## src/rtl/tenthirty_gen.sv

```systemverilog
// Ten-and-a-half card game controller: deals from an external card LUT,
// scores player and dealer hands in half-points and keeps a session tally.
//
// Card handshake: card_req acts as ready and card_valid as valid. A card
// transfers on a clk edge where both are high and card_value is 1..13.
// Values outside 1..13 are dropped with card_req left high. card_valid is
// ignored whenever card_req is low. card_req always falls on the edge that
// accepts a card, so at most one card moves per request.
module tenthirty_gen #(
  parameter int ROUNDS        = 4,
  parameter int MAX_CARDS     = 5,
  parameter int AUTO_DEALER   = 1,
  parameter int DEALER_STAND  = 14,
  parameter int FIVE_CARD_WIN = 1
) (
  input  logic       clk,
  input  logic       rst,
  input  logic       btn_hit,
  input  logic       btn_stand,
  output logic       card_req,
  input  logic       card_valid,
  input  logic [3:0] card_value,
  output logic [5:0] player_pts,
  output logic [5:0] dealer_pts,
  output logic [2:0] player_cnt,
  output logic [2:0] dealer_cnt,
  output logic [3:0] last_card,
  output logic [2:0] state,
  output logic [3:0] round,
  output logic [3:0] player_wins,
  output logic [3:0] dealer_wins,
  output logic [2:0] led
);

  typedef enum logic [2:0] {
    S_IDLE    = 3'd0,
    S_DEAL    = 3'd1,
    S_PLAYER  = 3'd2,
    S_DEALER  = 3'd3,
    S_COMPARE = 3'd4,
    S_DONE    = 3'd5
  } state_t;

  localparam logic [2:0] MAX_C    = 3'(MAX_CARDS);
  localparam logic [5:0] STAND_C  = 6'(DEALER_STAND);
  localparam logic [3:0] ROUNDS_C = 4'(ROUNDS);
  localparam logic [5:0] LIMIT    = 6'd21;

  state_t     state_q;
  logic       hit_q, stand_q;
  logic       hit_p, stand_p;
  logic       accept;
  logic       to_player;
  logic [5:0] card_pts;
  logic       p_bust, d_bust, p_five, d_five;
  logic       player_takes;
  logic       enter_cmp;

  assign state = state_q;

  // Button edges, card scoring, hand routing and the game verdict.
  always_comb begin
    hit_p     = btn_hit & ~hit_q;
    stand_p   = btn_stand & ~stand_q;
    accept    = card_req && card_valid && (card_value != 4'd0) && (card_value <= 4'd13);
    card_pts  = (card_value >= 4'd11) ? 6'd1 : {1'b0, card_value, 1'b0};
    // During the deal the first card goes to the player, the second to the dealer.
    to_player = (state_q == S_PLAYER) || ((state_q == S_DEAL) && (player_cnt == 3'd0));
    p_bust    = player_pts > LIMIT;
    d_bust    = dealer_pts > LIMIT;
    p_five    = (FIVE_CARD_WIN != 0) && (player_cnt == MAX_C) && !p_bust;
    d_five    = (FIVE_CARD_WIN != 0) && (dealer_cnt == MAX_C) && !d_bust;
    if (p_bust)
      player_takes = 1'b0;
    else if (d_bust)
      player_takes = 1'b1;
    else if (p_five != d_five)
      player_takes = p_five;
    else
      player_takes = player_pts > dealer_pts;
    // The dealer turn ends only while no card is outstanding.
    enter_cmp = 1'b0;
    if ((state_q == S_DEALER) && !card_req) begin
      if (p_bust)
        enter_cmp = 1'b1;
      else if (AUTO_DEALER != 0)
        enter_cmp = !((dealer_pts < STAND_C) && (dealer_cnt < MAX_C) && (dealer_pts <= LIMIT));
      else
        enter_cmp = (dealer_pts >= LIMIT) || (dealer_cnt == MAX_C) || stand_p;
    end
  end

  // Game sequencing, card bookkeeping and session scoring.
  always_ff @(posedge clk) begin
    if (rst) begin
      state_q     <= S_IDLE;
      card_req    <= 1'b0;
      player_pts  <= 6'd0;
      dealer_pts  <= 6'd0;
      player_cnt  <= 3'd0;
      dealer_cnt  <= 3'd0;
      last_card   <= 4'd0;
      round       <= 4'd0;
      player_wins <= 4'd0;
      dealer_wins <= 4'd0;
      led         <= 3'b000;
      hit_q       <= 1'b0;
      stand_q     <= 1'b0;
    end else begin
      hit_q   <= btn_hit;
      stand_q <= btn_stand;
      if (accept) begin
        card_req  <= 1'b0;
        last_card <= card_value;
        if (to_player) begin
          player_pts <= player_pts + card_pts;
          if (player_cnt != MAX_C) player_cnt <= player_cnt + 3'd1;
        end else begin
          dealer_pts <= dealer_pts + card_pts;
          if (dealer_cnt != MAX_C) dealer_cnt <= dealer_cnt + 3'd1;
        end
      end
      case (state_q)
        S_IDLE: begin
          if (hit_p) begin
            player_pts <= 6'd0;
            dealer_pts <= 6'd0;
            player_cnt <= 3'd0;
            dealer_cnt <= 3'd0;
            round      <= round + 4'd1;
            card_req   <= 1'b1;
            state_q    <= S_DEAL;
          end
        end
        S_DEAL: begin
          if (accept) begin
            if (!to_player) state_q <= S_PLAYER;
          end else if (!card_req) begin
            card_req <= 1'b1;
          end
        end
        S_PLAYER: begin
          // Auto-exit wins over buttons; stand wins over a simultaneous hit.
          if (!card_req) begin
            if ((player_pts >= LIMIT) || (player_cnt == MAX_C))
              state_q <= S_DEALER;
            else if (stand_p)
              state_q <= S_DEALER;
            else if (hit_p)
              card_req <= 1'b1;
          end
        end
        S_DEALER: begin
          if (enter_cmp) begin
            state_q <= S_COMPARE;
            led     <= {1'b0, !player_takes, player_takes};
            if (player_takes) begin
              if (player_wins != 4'd15) player_wins <= player_wins + 4'd1;
            end else begin
              if (dealer_wins != 4'd15) dealer_wins <= dealer_wins + 4'd1;
            end
          end else if (!card_req) begin
            if (AUTO_DEALER != 0)
              card_req <= 1'b1;
            else if (hit_p)
              card_req <= 1'b1;
          end
        end
        S_COMPARE: begin
          if (stand_p) begin
            if (round < ROUNDS_C) begin
              state_q <= S_IDLE;
              led     <= 3'b000;
            end else begin
              state_q <= S_DONE;
              led     <= 3'b100;
            end
          end
        end
        S_DONE: begin
          state_q <= S_DONE;
        end
        default: begin
          state_q <= S_IDLE;
        end
      endcase
    end
  end

endmodule

```

## config.mk

```make
export PLATFORM = sky130hd
export DESIGN_NAME = tenthirty_gen
export DESIGN_NICKNAME = d
export VERILOG_FILES = /design/src/rtl/tenthirty_gen.sv
export SDC_FILE = /design/constraint.sdc
export NUM_CORES = 1
export LEC_CHECK = 0
export BUFFER_PORTS_ARGS = -buffer_cell sky130_fd_sc_hd__buf_4
export CORE_ASPECT_RATIO = 0.7
export CORE_MARGIN = 2
export CORE_UTILIZATION = 45
export CTS_BUF_LIST = sky130_fd_sc_hd__clkbuf_16
export CTS_CLUSTER_DIAMETER = 150
export DETAILED_ROUTE_END_ITERATION = 8
export GPL_TIMING_DRIVEN = 1
export HOLD_SLACK_MARGIN = 0.05
export PLACE_DENSITY = 0.81
export SLEW_MARGIN = 30
export SYNTH_ARGS = -nofsm -noshare
export SYNTH_HDL_FRONTEND = slang
export SYNTH_SLANG_ARGS = --single-unit
export TNS_END_PERCENT = 50
```

## constraint.sdc

```tcl
create_clock -name clk -period 2.18 [get_ports clk]
set_clock_uncertainty 0.05 [all_clocks]
set_input_delay 0.218 -clock clk [delete_from_list [all_inputs] [get_ports clk]]
set_output_delay 0.218 -clock clk [all_outputs]
set_load 0.005 [all_outputs]
```

==> flow_summary.yaml, run 1 <==
power:
  max-vdd-ir-drop_mv: 0.604
  seqPwrFrac: 0.322
  p_leak_nw: 1.54
  p_per_area_nw_per_um2: 779
  p_int_mw: 1.90
  p_clk_frac: 0.277
  swShare: 0.345
  switchingPower_uw: 1000
  combPwrFrac: 0.401
clocking:
  htree_levels: 2
  cts.clk_slew.worst_paths_ns: 0.06
  numCtsBuffers: 5
  tritoncts: "done"
  cts.sinks: 43
  clockRootBuffer: "clkbuf_16"
  clk_path_buf_depth: 2
  insertion_delay_ns: 0.29
  hold_buffers: 0
synthesis:
  synthesis.nets: 368
  synth_seq_cells: 43
  ys_warn_count: 0
  synth_flop_cell: "dfxtp_1"
  synthCells: 337
  synth_edf_count: 0
  postSynthAreaPerCell_um2: 8.11
  yosysSeqAreaShare: 0.315
  async_flop_share: 0
  syn-cell-area_um2: 2730
  synth.distinct_cells: 60
critical_path:
  crit_arrival_ns: 2.29
  r2r_cells: 8
  cp-start-kind: "flip-flop"
  critPathKind: "flip-flop to flip-flop"
  r2r_setup_slack_ns: 0.07
  cp_max_fo: 8
  timing.rr.end: "dealer_wins[0]"
  crit_required_ns: 2.36
  rr_startpoint: "dealer_pts[4]"
  cp-end-kind: "flip-flop"
floorplan:
  die_w_um: 97.1
  dieArea_um2: 6720
  rows: 23
  coreArea_um2: 5780
  start_util: 0.472
  die_y_um: 69.2
  ios: 50
sta:
  tightest_slew_ns: 0.482
  timing.final.crit_share: 0.967
  tns_ns: 0
  finalSetupViolCount: 0
  hold_violations: 0
  final_max_slew_viol_count: 0
  max_clock_freq_mhz: 474
  min_period_ns: 2.11
  rsz0062_at_grt: "true"
  max_slew_margin: 0.675
place:
  routabilityCongestion: 0.904
  dp_hpwl_mm: 5.67
  io_buffers: 49
  placed_cells: 478
routing:
  route.vias.total: 2764
  ant_nets: 0
  dr.first_iter.drc_count: 168
  viasPerCell: 5.64
  wl_per_cell_um: 16.2
  post-route-drc-count: 0
  dr.pass1.iters: 4
  wl_mm: 7.93
worst_hold_path:
  hp-start: "btn_hit"
  min_to: "hit_q"
  worstHoldPathType: "input pin to flip-flop"
  min_path_cells: 2
global_route:
  grt_pass1_vias: 2594
  grt_pass1_wl_mm: 12.7
  gr-total-overflow: 0
  grt_start_max_net_pins: 31
  track_usage: 0.231
  antenna_found_initial: 0
outcome:
  status: "complete, no violations"
final_layout:
  fillers: 493
  fin_nets: 445
  synthToLayoutAreaGrowth_pct: 36.2
  antennaDiodeCount: 0
  stdcell_count: 490
  drive_gt1_frac: 0.333
run:
  cap_viol_max_count: 0
## placed cells by master (no fill, tap or decap), types with 2 or more instances in the layout
master	count
nand3_1	11
nor2_1	29
a31oi_1	6
inv_1	14
a31o_2	2
ha_4	4
xnor2_1	7
and4_4	2
o21ai_1	3
nor3b_1	2
xor2_1	3
a31oi_4	2
a21oi_2	4
o211ai_1	3
dfxtp_2	9
clkbuf_16	6
nand2_1	32
a21oi_1	25
inv_2	3
nor4_1	3
nand4_1	3
o31ai_1	2
and2_1	4
a21o_1	3
or3_1	5
a311oi_1	2
ha_1	17
o21ai_0	14
and3_1	2
nor3_1	9
and4_1	3
a211oi_1	4
dfxtp_1	33
buf_4	83
nor2b_1	10
a22oi_1	3
mux2i_1	5
or4_4	2
nand2b_1	8
## synth_stat cells, types with 7 or more instances
master     n  area share
a31oi_1    8       0.018
inv_1     16       0.022
buf_2      7       0.013
nand2_1   33       0.045
nand3_1   11       0.020
nand2b_1   8       0.018
nor3_1     9       0.016
xnor2_1    7       0.022
nor2_1    30       0.041
ha_1      22        0.10
dfxtp_1   43        0.32
nor2b_1   10       0.023
o21ai_0   14       0.026
a21oi_1   29       0.053
## layer usage
metal / GRT usage / wire (um) / up-vias
met2: 0.356 / 3610 / 72
met1: 0.319 / 3720 / 1311
met3: 0.0474 / 429 / 18
met4: 0.0876 / 171 / 0
met5: 0 / 0 / -
li1: - / - / 1363
## layout make-up
class	count	area, um^2	area share
multi-input cells	262	1880	0.504
flip-flops and latches	43	876	0.235
repair buffers	85	654	0.176
clock buffers	6	150	0.0403
well taps	75	93.8	0.0252
inverters	17	63.8	0.0171
clock inverters	2	8.76	0.00235
## through the flow
step	setup slack (ns)	power (mW)	util	hold WS, ns	cell area [um^2]
after global placement	0.0212	1.90	0.586	0.395	3390
after global routing	-0.0205	3.06	0.644	0.144	3720
after detailed placement	-0.0954	1.94	0.586	0.405	3390
after CTS	0.00714	2.83	0.623	0.110	3600
final	0.0711	2.90	0.644	0.106	3720
after floorplan	0.0231	1.56	-	0.296	2760
## state kept, by name, summed over array words and instances (netlist names)
name	count
dealer_pts	6
player_pts	6
dealer_wins	4
last_card	4
player_wins	4
round	4
dealer_cnt	3
led	3
player_cnt	3
state	3
card_req	1
hit_q	1
stand_q	1
## cell families (layout without fill, tap and decap cells)
| group | count (synthesis) | after routing | synth area share |
|---|---|---|---|
| AO/OA/AOI/OAI | 84 | 84 | 0.195 |
| XOR/XNOR | 10 | 10 | 0.0321 |
| adder cells (fa/ha/maj) | 23 | 23 | 0.105 |
| buffers and inverters | 32 | 110 | 0.0527 |
| flip-flops | 43 | 43 | 0.315 |
| multiplexers | 7 | 7 | 0.0266 |
| AND/OR/NAND/NOR | 138 | 138 | 0.274 |
## worst max-delay path: stages (launching register included)
cell	delay (ns)
dfxtp_2	0.33
inv_2	0.05
ha_4	0.22
a21oi_2	0.12
nand2_1	0.06
a221o_1	0.43
a31o_4	0.31
or3_1	0.34
a21oi_1	0.13
## how the worst max path moves through the flow
stage | startpoint | end | slack, ns | cells after the start
floorplan | dealer_pts[2] | player_wins[2] | 0.02 | 9
global placement | dealer_pts[5] | player_wins[2] | 0.02 | 8
detailed placement | dealer_pts[5] | player_wins[2] | -0.1 | 8
CTS | dealer_pts[5] | dealer_wins[2] | 0.007 | 9
global route | dealer_pts[4] | dealer_wins[2] | -0.02 | 8
finish | dealer_pts[4] | dealer_wins[0] | 0.07 | 8
## timing repair
action                     in CTS  in global routing
pin swaps                       3                 10
setup endpoints to repair       6                 17
resized for setup               5                 24
setup buffers                   2                  2
## power by group through the flow
stage / clock [mW] / combinational [mW] / sequential, mW
after floorplan: 0 / 0.611 / 0.949
after global placement: 0 / 0.963 / 0.941
after detailed placement: 0 / 0.997 / 0.945
after CTS: 0.807 / 1.09 / 0.931
after global routing: 0.845 / 1.26 / 0.947
final: 0.804 / 1.16 / 0.935
Note: power is estimated with default switching activity, not from simulation.
==> inputs of run 2 (changes only) <==
--- a/config.mk
+++ b/config.mk
@@ -5,7 +5,9 @@
 export SDC_FILE = /design/constraint.sdc
 export NUM_CORES = 1
 export LEC_CHECK = 0
+export ABC_AREA = 1
 export BUFFER_PORTS_ARGS = -buffer_cell sky130_fd_sc_hd__buf_4
+export CAP_MARGIN = 30
 export CORE_ASPECT_RATIO = 0.7
 export CORE_MARGIN = 2
 export CORE_UTILIZATION = 45
==> run 2 against run 1 <==
Effect of this change:
- global-route usage down 1.7 points
- sequential power is 0.5% higher
- area after synthesis decreased by 1.3%
- clock power is 11% lower
- final cell count grew 6.5%
- synthesized cell count rose by 16%
- non-clock buffer count fell by 34
- power is 13% lower
- register-to-register slack better by 0.12 ns
- fmax up 5.9%
- die area down 1.3%
- clock-buffer cell count decreased by 1
- largest cell class unchanged
- highest routed layer unchanged
==> flow_summary.yaml, run 2 <==
final_layout:
  fin_nets: 477
  layout_common_cells: "97 x nand2_1, 51 x buf_4, 49 x inv_1"
  synthToLayoutAreaGrowth_pct: 22.5
  layout_commonest_cell: "nand2_1"
  antennaDiodeCount: 0
  drive_gt1_frac: 0.188
  layout_top_registers: "dealer_pts (6), player_pts (6)"
synthesis:
  async_flop_share: 0
  syn-cell-area_um2: 2700
  synth_seq_cells: 43
  netlist.area_leader.share: 0.319
  yosysSeqAreaShare: 0.319
  synth.most_common_cell: "nand2_1"
  synth_edf_count: 0
  yosys-top-cells-count: "97 x nand2_1, 47 x inv_1, 43 x dfxtp_1"
  synth.distinct_cells: 34
  synthCells: 390
  yosys.area.top_type: "dfxtp_1"
  postSynthAreaPerCell_um2: 6.91
  synth_flop_cell: "dfxtp_1"
  synth.area.top_cells: "dfxtp_1 32%, nand2_1 14%, ha_1 10%, a21oi_1 6.7%, inv_1 6.5%"
  ys_warn_count: 0
  synthesis.nets: 421
power:
  switchingPower_uw: 924
  max-vdd-ir-drop_mv: 0.370
  p_leak_nw: 1.66
  p_int_mw: 1.59
  swShare: 0.367
  seqPwrFrac: 0.373
  p_per_area_nw_per_um2: 762
  p_clk_frac: 0.286
  combPwrFrac: 0.341
  total_power_mw: 2.52
sta:
  finalSetupViolCount: 0
  timing.final.crit_share: 0.913
  tightest_slew_ns: 0.476
  final_max_slew_viol_count: 0
  max_clock_freq_mhz: 502
  max_slew_margin: 0.681
  hold_violations: 0
  rsz0062_at_grt: "false"
  min_period_ns: 1.99
  tns_ns: 0
floorplan:
  die_w_um: 96.5
  ios: 50
  rows: 23
  dieArea_um2: 6640
  coreArea_um2: 5760
  die_y_um: 68.8
  start_util: 0.468
place:
  io_buffers: 49
  routabilityCongestion: 0.900
  dp_hpwl_mm: 5.14
clocking:
  cts_resized: 0
  cts.clk_slew.worst_paths_ns: 0.06
  clk_path_buf_depth: 2
  cts_setup_buffers: 0
  cts.sinks: 43
  insertion_delay_ns: 0.28
  tritoncts: "done"
  htree_levels: 2
  hold_buffers: 0
  numCtsBuffers: 5
  clockRootBuffer: "clkbuf_16"
routing:
  viasPerCell: 5.15
  met3_wirelength_um: 473
  dr.pass1.iters: 5
  route.vias.total: 2686
  dr.first_iter.drc_count: 226
  route.top_layer_used: "met4"
  wl_mm: 6.70
  dr_wl_met2_mm: 2.92
  wl_per_cell_um: 12.8
  post-route-drc-count: 0
  ant_nets: 0
  wl_met1_mm: 3.21
global_route:
  grt_start_max_net_pins: 24
  grt_pass1_vias: 2371
  antenna_found_initial: 0
  gr-total-overflow: 0
  track_usage: 0.214
  grt_pass1_wl_mm: 10.8
outcome:
  status: "complete, no violations"
critical_path:
  cp_max_fo: 7
  crit_arrival_ns: 2.11
  cp-end-kind: "flip-flop"
  cp-start-kind: "flip-flop"
  crit_required_ns: 2.29
  critPathKind: "flip-flop to flip-flop"
worst_hold_path:
  worstHoldPathType: "input pin to flip-flop"
run:
  cap_viol_max_count: 0
==> run 2: cell types whose count changed in the layout (fill, tap and decap cells not counted), sizes merged, moves of 5 or more <==
| cell | before | now |
|---|---|---|
| nor2b | 11 | 0 |
| mux2i | 5 | 0 |
| nor2 | 30 | 43 |
| and4 | 5 | 0 |
| or3 | 5 | 0 |
| nand3 | 11 | 30 |
| inv | 17 | 57 |
| buf | 85 | 51 |
| a21oi | 30 | 36 |
| nand2 | 33 | 105 |
| o21ai | 17 | 12 |
| nand2b | 8 | 0 |
==> run 2: critical path, cell delays in order (launching register included) <==
cell	delay, ns
dfxtp_1	0.35
inv_1	0.09
ha_1	0.30
nand2_1	0.08
nor2_1	0.14
nand2_1	0.07
nand3_1	0.08
nand2_1	0.05
nand2_1	0.09
nand2_2	0.12
nor2_4	0.18
nand2_1	0.13
nand2_1	0.09
a21oi_1	0.06
==> run 2: kinds of logic after synthesis <==
kind of cell | share of synthesized area
simple gates | 0.329
compound gates | 0.133
buf+inv | 0.0835
flops | 0.319
fa+ha+maj | 0.102
xor+xnor | 0.0325
==> run 2: metal layers <==
layer,GRT usage,up-vias
met5,0,-
met4,0.0634,0
met3,0.0500,9
met2,0.344,88
met1,0.289,1207
li1,-,1382
==> run 2: area by class of cell <==
type,instances,area (um^2)
Inverter,56,218
Multi-Input combinational cell,289,1610
Fill cell,548,2450
Tap cell,75,93.8
Clock buffer,5,125
Timing Repair Buffer,51,383
Clock inverter,3,12.5
Sequential cell,43,861
==> run 2: final timing paths <==
| path | from | end | slack [ns] | depth (start not counted) |
|---|---|---|---|---|
| setup reg to reg | dealer_pts[5] | player_wins[3] | 0.19 | 13 |
| setup / recovery | dealer_pts[5] | player_wins[3] | 0.19 | 13 |
| hold / removal | btn_stand | stand_q | 0.09 | 3 |
| hold reg to reg | led[2] | led[2] | 0.41 | 2 |
==> run 2: through the flow <==
step                cell area [um^2]  hold WS [ns]  std cells   util  worst slack [ns]
CTS                             3300        0.0952        522  0.574             0.205
global route                    3300         0.132        522  0.574            0.0134
floorplan                       2700         0.244        390      -             0.438
detailed placement              3170         0.387        514  0.550             0.262
global placement                3170         0.381        514  0.550             0.334
finish                          3300        0.0910        522  0.574             0.189
==> run 2: power groups by stage <==
stage	Combinational, mW	Sequential (mW)	Clock, mW
2_1_floorplan	0.595	0.947	0
3_3_place_gp	0.827	0.954	0
3_5_place_dp	0.846	0.956	0
4_1_cts	0.855	0.939	0.729
5_1_grt	0.970	0.955	0.762
6_report	0.858	0.940	0.719
==> inputs of run 3 (changes only) <==
--- a/config.mk
+++ b/config.mk
@@ -5,7 +5,6 @@
 export SDC_FILE = /design/constraint.sdc
 export NUM_CORES = 1
 export LEC_CHECK = 0
-export ABC_AREA = 1
 export BUFFER_PORTS_ARGS = -buffer_cell sky130_fd_sc_hd__buf_4
 export CAP_MARGIN = 30
 export CORE_ASPECT_RATIO = 0.7
@@ -17,6 +16,7 @@
 export GPL_TIMING_DRIVEN = 1
 export HOLD_SLACK_MARGIN = 0.05
 export PLACE_DENSITY = 0.81
+export SKIP_CTS_REPAIR_TIMING = 1
 export SLEW_MARGIN = 30
 export SYNTH_ARGS = -nofsm -noshare
 export SYNTH_HDL_FRONTEND = slang
==> run 3 against run 2 <==
Effect of this change:
- worst setup slack got worse by 0.17 ns
- register-to-register slack worse by 0.17 ns
- first-iteration DRC count decreased by 16%
- power up 14%
- sequential share of layout area fell by 2.4 points
- critical path type unchanged
==> flow_summary.yaml, run 3 (same netlist as run 1, synthesis figures left out) <==
outcome:
  status: "complete, no violations"
clocking:
  clk_path_buf_depth: 2
  htree_levels: 2
  tritoncts: "done"
  clockRootBuffer: "clkbuf_16"
  numCtsBuffers: 5
  cts.clk_slew.worst_paths_ns: 0.06
  cts.sinks: 43
  insertion_delay_ns: 0.29
place:
  dp_hpwl_mm: 5.67
  routabilityCongestion: 0.904
  place_ws_ns: -0.0954
  io_buffers: 49
worst_hold_path:
  min_path_cells: 2
  hp-start: "btn_hit"
  worstHoldPathType: "input pin to flip-flop"
  min_to: "hit_q"
routing:
  dr.pass1.iters: 4
  wl_mm: 7.75
  ant_nets: 0
  viasPerCell: 5.70
  post-route-drc-count: 0
  dr_wl_met2_mm: 3.57
  route.top_layer_used: "met4"
  met3_wirelength_um: 549
  wl_per_cell_um: 15.9
  dr.first_iter.drc_count: 190
  route.vias.total: 2783
  wl_met1_mm: 3.52
global_route:
  grt_pass1_wl_mm: 12.5
  grt_pass1_vias: 2561
  antenna_found_initial: 0
  gr-total-overflow: 0
  grt_start_max_net_pins: 31
  track_usage: 0.227
power:
  max-vdd-ir-drop_mv: 0.612
  p_per_area_nw_per_um2: 781
  p_leak_nw: 1.52
sta:
  worst_slack_ns: 0.0177
  hold_violations: 0
  min_period_ns: 2.16
  tns_ns: 0
  finalSetupViolCount: 0
  rsz0062_at_grt: "true"
  final_max_slew_viol_count: 0
  max_clock_freq_mhz: 462
  tightest_slew_ns: 0.492
  timing.final.crit_share: 0.992
  max_slew_margin: 0.670
critical_path:
  rr_startpoint: "player_pts[3]"
  r2r_setup_slack_ns: 0.02
  cp-end-kind: "flip-flop"
  timing.rr.end: "player_wins[0]"
  crit_required_ns: 2.31
  crit_arrival_ns: 2.29
  cp-start-kind: "flip-flop"
  r2r_cells: 7
  cp_max_fo: 6
  critPathKind: "flip-flop to flip-flop"
final_layout:
  antennaDiodeCount: 0
  layout_common_cells: "82 x buf_4, 35 x dfxtp_1, 32 x nand2_1"
  fin_nets: 443
  synthToLayoutAreaGrowth_pct: 34.8
  layout_top_registers: "dealer_pts (6), player_pts (6)"
  fillers: 485
  drive_gt1_frac: 0.317
  layout_commonest_cell: "buf_4"
floorplan:
  dieArea_um2: 6720
  die_y_um: 69.2
  rows: 23
  coreArea_um2: 5780
  die_w_um: 97.1
  start_util: 0.472
  ios: 50
run:
  cap_viol_max_count: 0
[run 3: changes by cell type in the layout (fill, tap and decap cells not counted), sizes merged, moves of 6 or more]
| cell | before | now |
|---|---|---|
| nand2 | 105 | 33 |
| inv | 57 | 17 |
| buf | 51 | 83 |
| nand3 | 30 | 11 |
| nor2 | 43 | 30 |
| nor2b | 0 | 11 |
| nand2b | 0 | 8 |
| a21oi | 36 | 30 |
[run 3: worst max-delay path, stage by stage (launching register included)]
cell and delay, ns:
dfxtp_1 0.35, buf_4 0.17, a21o_1 0.19, a21oi_4 0.29, o31a_1 0.32, a31oi_4 0.09, nor2_1 0.24, mux2_2 0.36
[run 3: area by class of cell]
type	instances	area, um^2	share of cell area
sequential	43	873	0.237
tap	75	93.8	0.0255
multi-input combinational	262	1860	0.504
inverter	17	63.8	0.0173
clock buffer	6	150	0.0408
timing repair buffer	83	636	0.173
clock inverter	2	8.76	0.00238
[run 3: per-layer routing]
layer | up-vias | global-route usage
li1 | 1364 | -
met1 | 1307 | 0.320
met2 | 101 | 0.346
met3 | 11 | 0.0484
met4 | 0 | 0.0798
met5 | - | 0
[run 3: metrics by stage]
| stage | instance area, um^2 | hold WS [ns] | cells | total power, mW | util |
|---|---|---|---|---|---|
| after global placement | 3390 | 0.395 | 478 | 1.90 | 0.586 |
| after floorplan | 2760 | 0.296 | 337 | 1.56 | - |
| after global routing | 3680 | 0.146 | 488 | 3.03 | 0.637 |
| after detailed placement | 3390 | 0.405 | 478 | 1.94 | 0.586 |
| final | 3680 | 0.107 | 488 | 2.88 | 0.637 |
| after CTS | 3550 | 0.110 | 486 | 2.75 | 0.613 |
[run 3: worst max path at each step]
stage,start,end,cells past startpoint
6_report,player_pts[3],player_wins[0],7
3_5_place_dp,dealer_pts[5],player_wins[2],8
4_1_cts,dealer_pts[5],player_wins[2],8
2_1_floorplan,dealer_pts[2],player_wins[2],9
5_1_grt,player_pts[3],player_wins[0],7
3_3_place_gp,dealer_pts[5],player_wins[2],8
[run 3: power by group]
group	switching [mW]	leakage [nW]	internal [mW]
sequential	0.0770	0.353	0.858
combinational	0.594	1.09	0.543
clock	0.314	0.0794	0.488
total	0.986	1.52	1.89
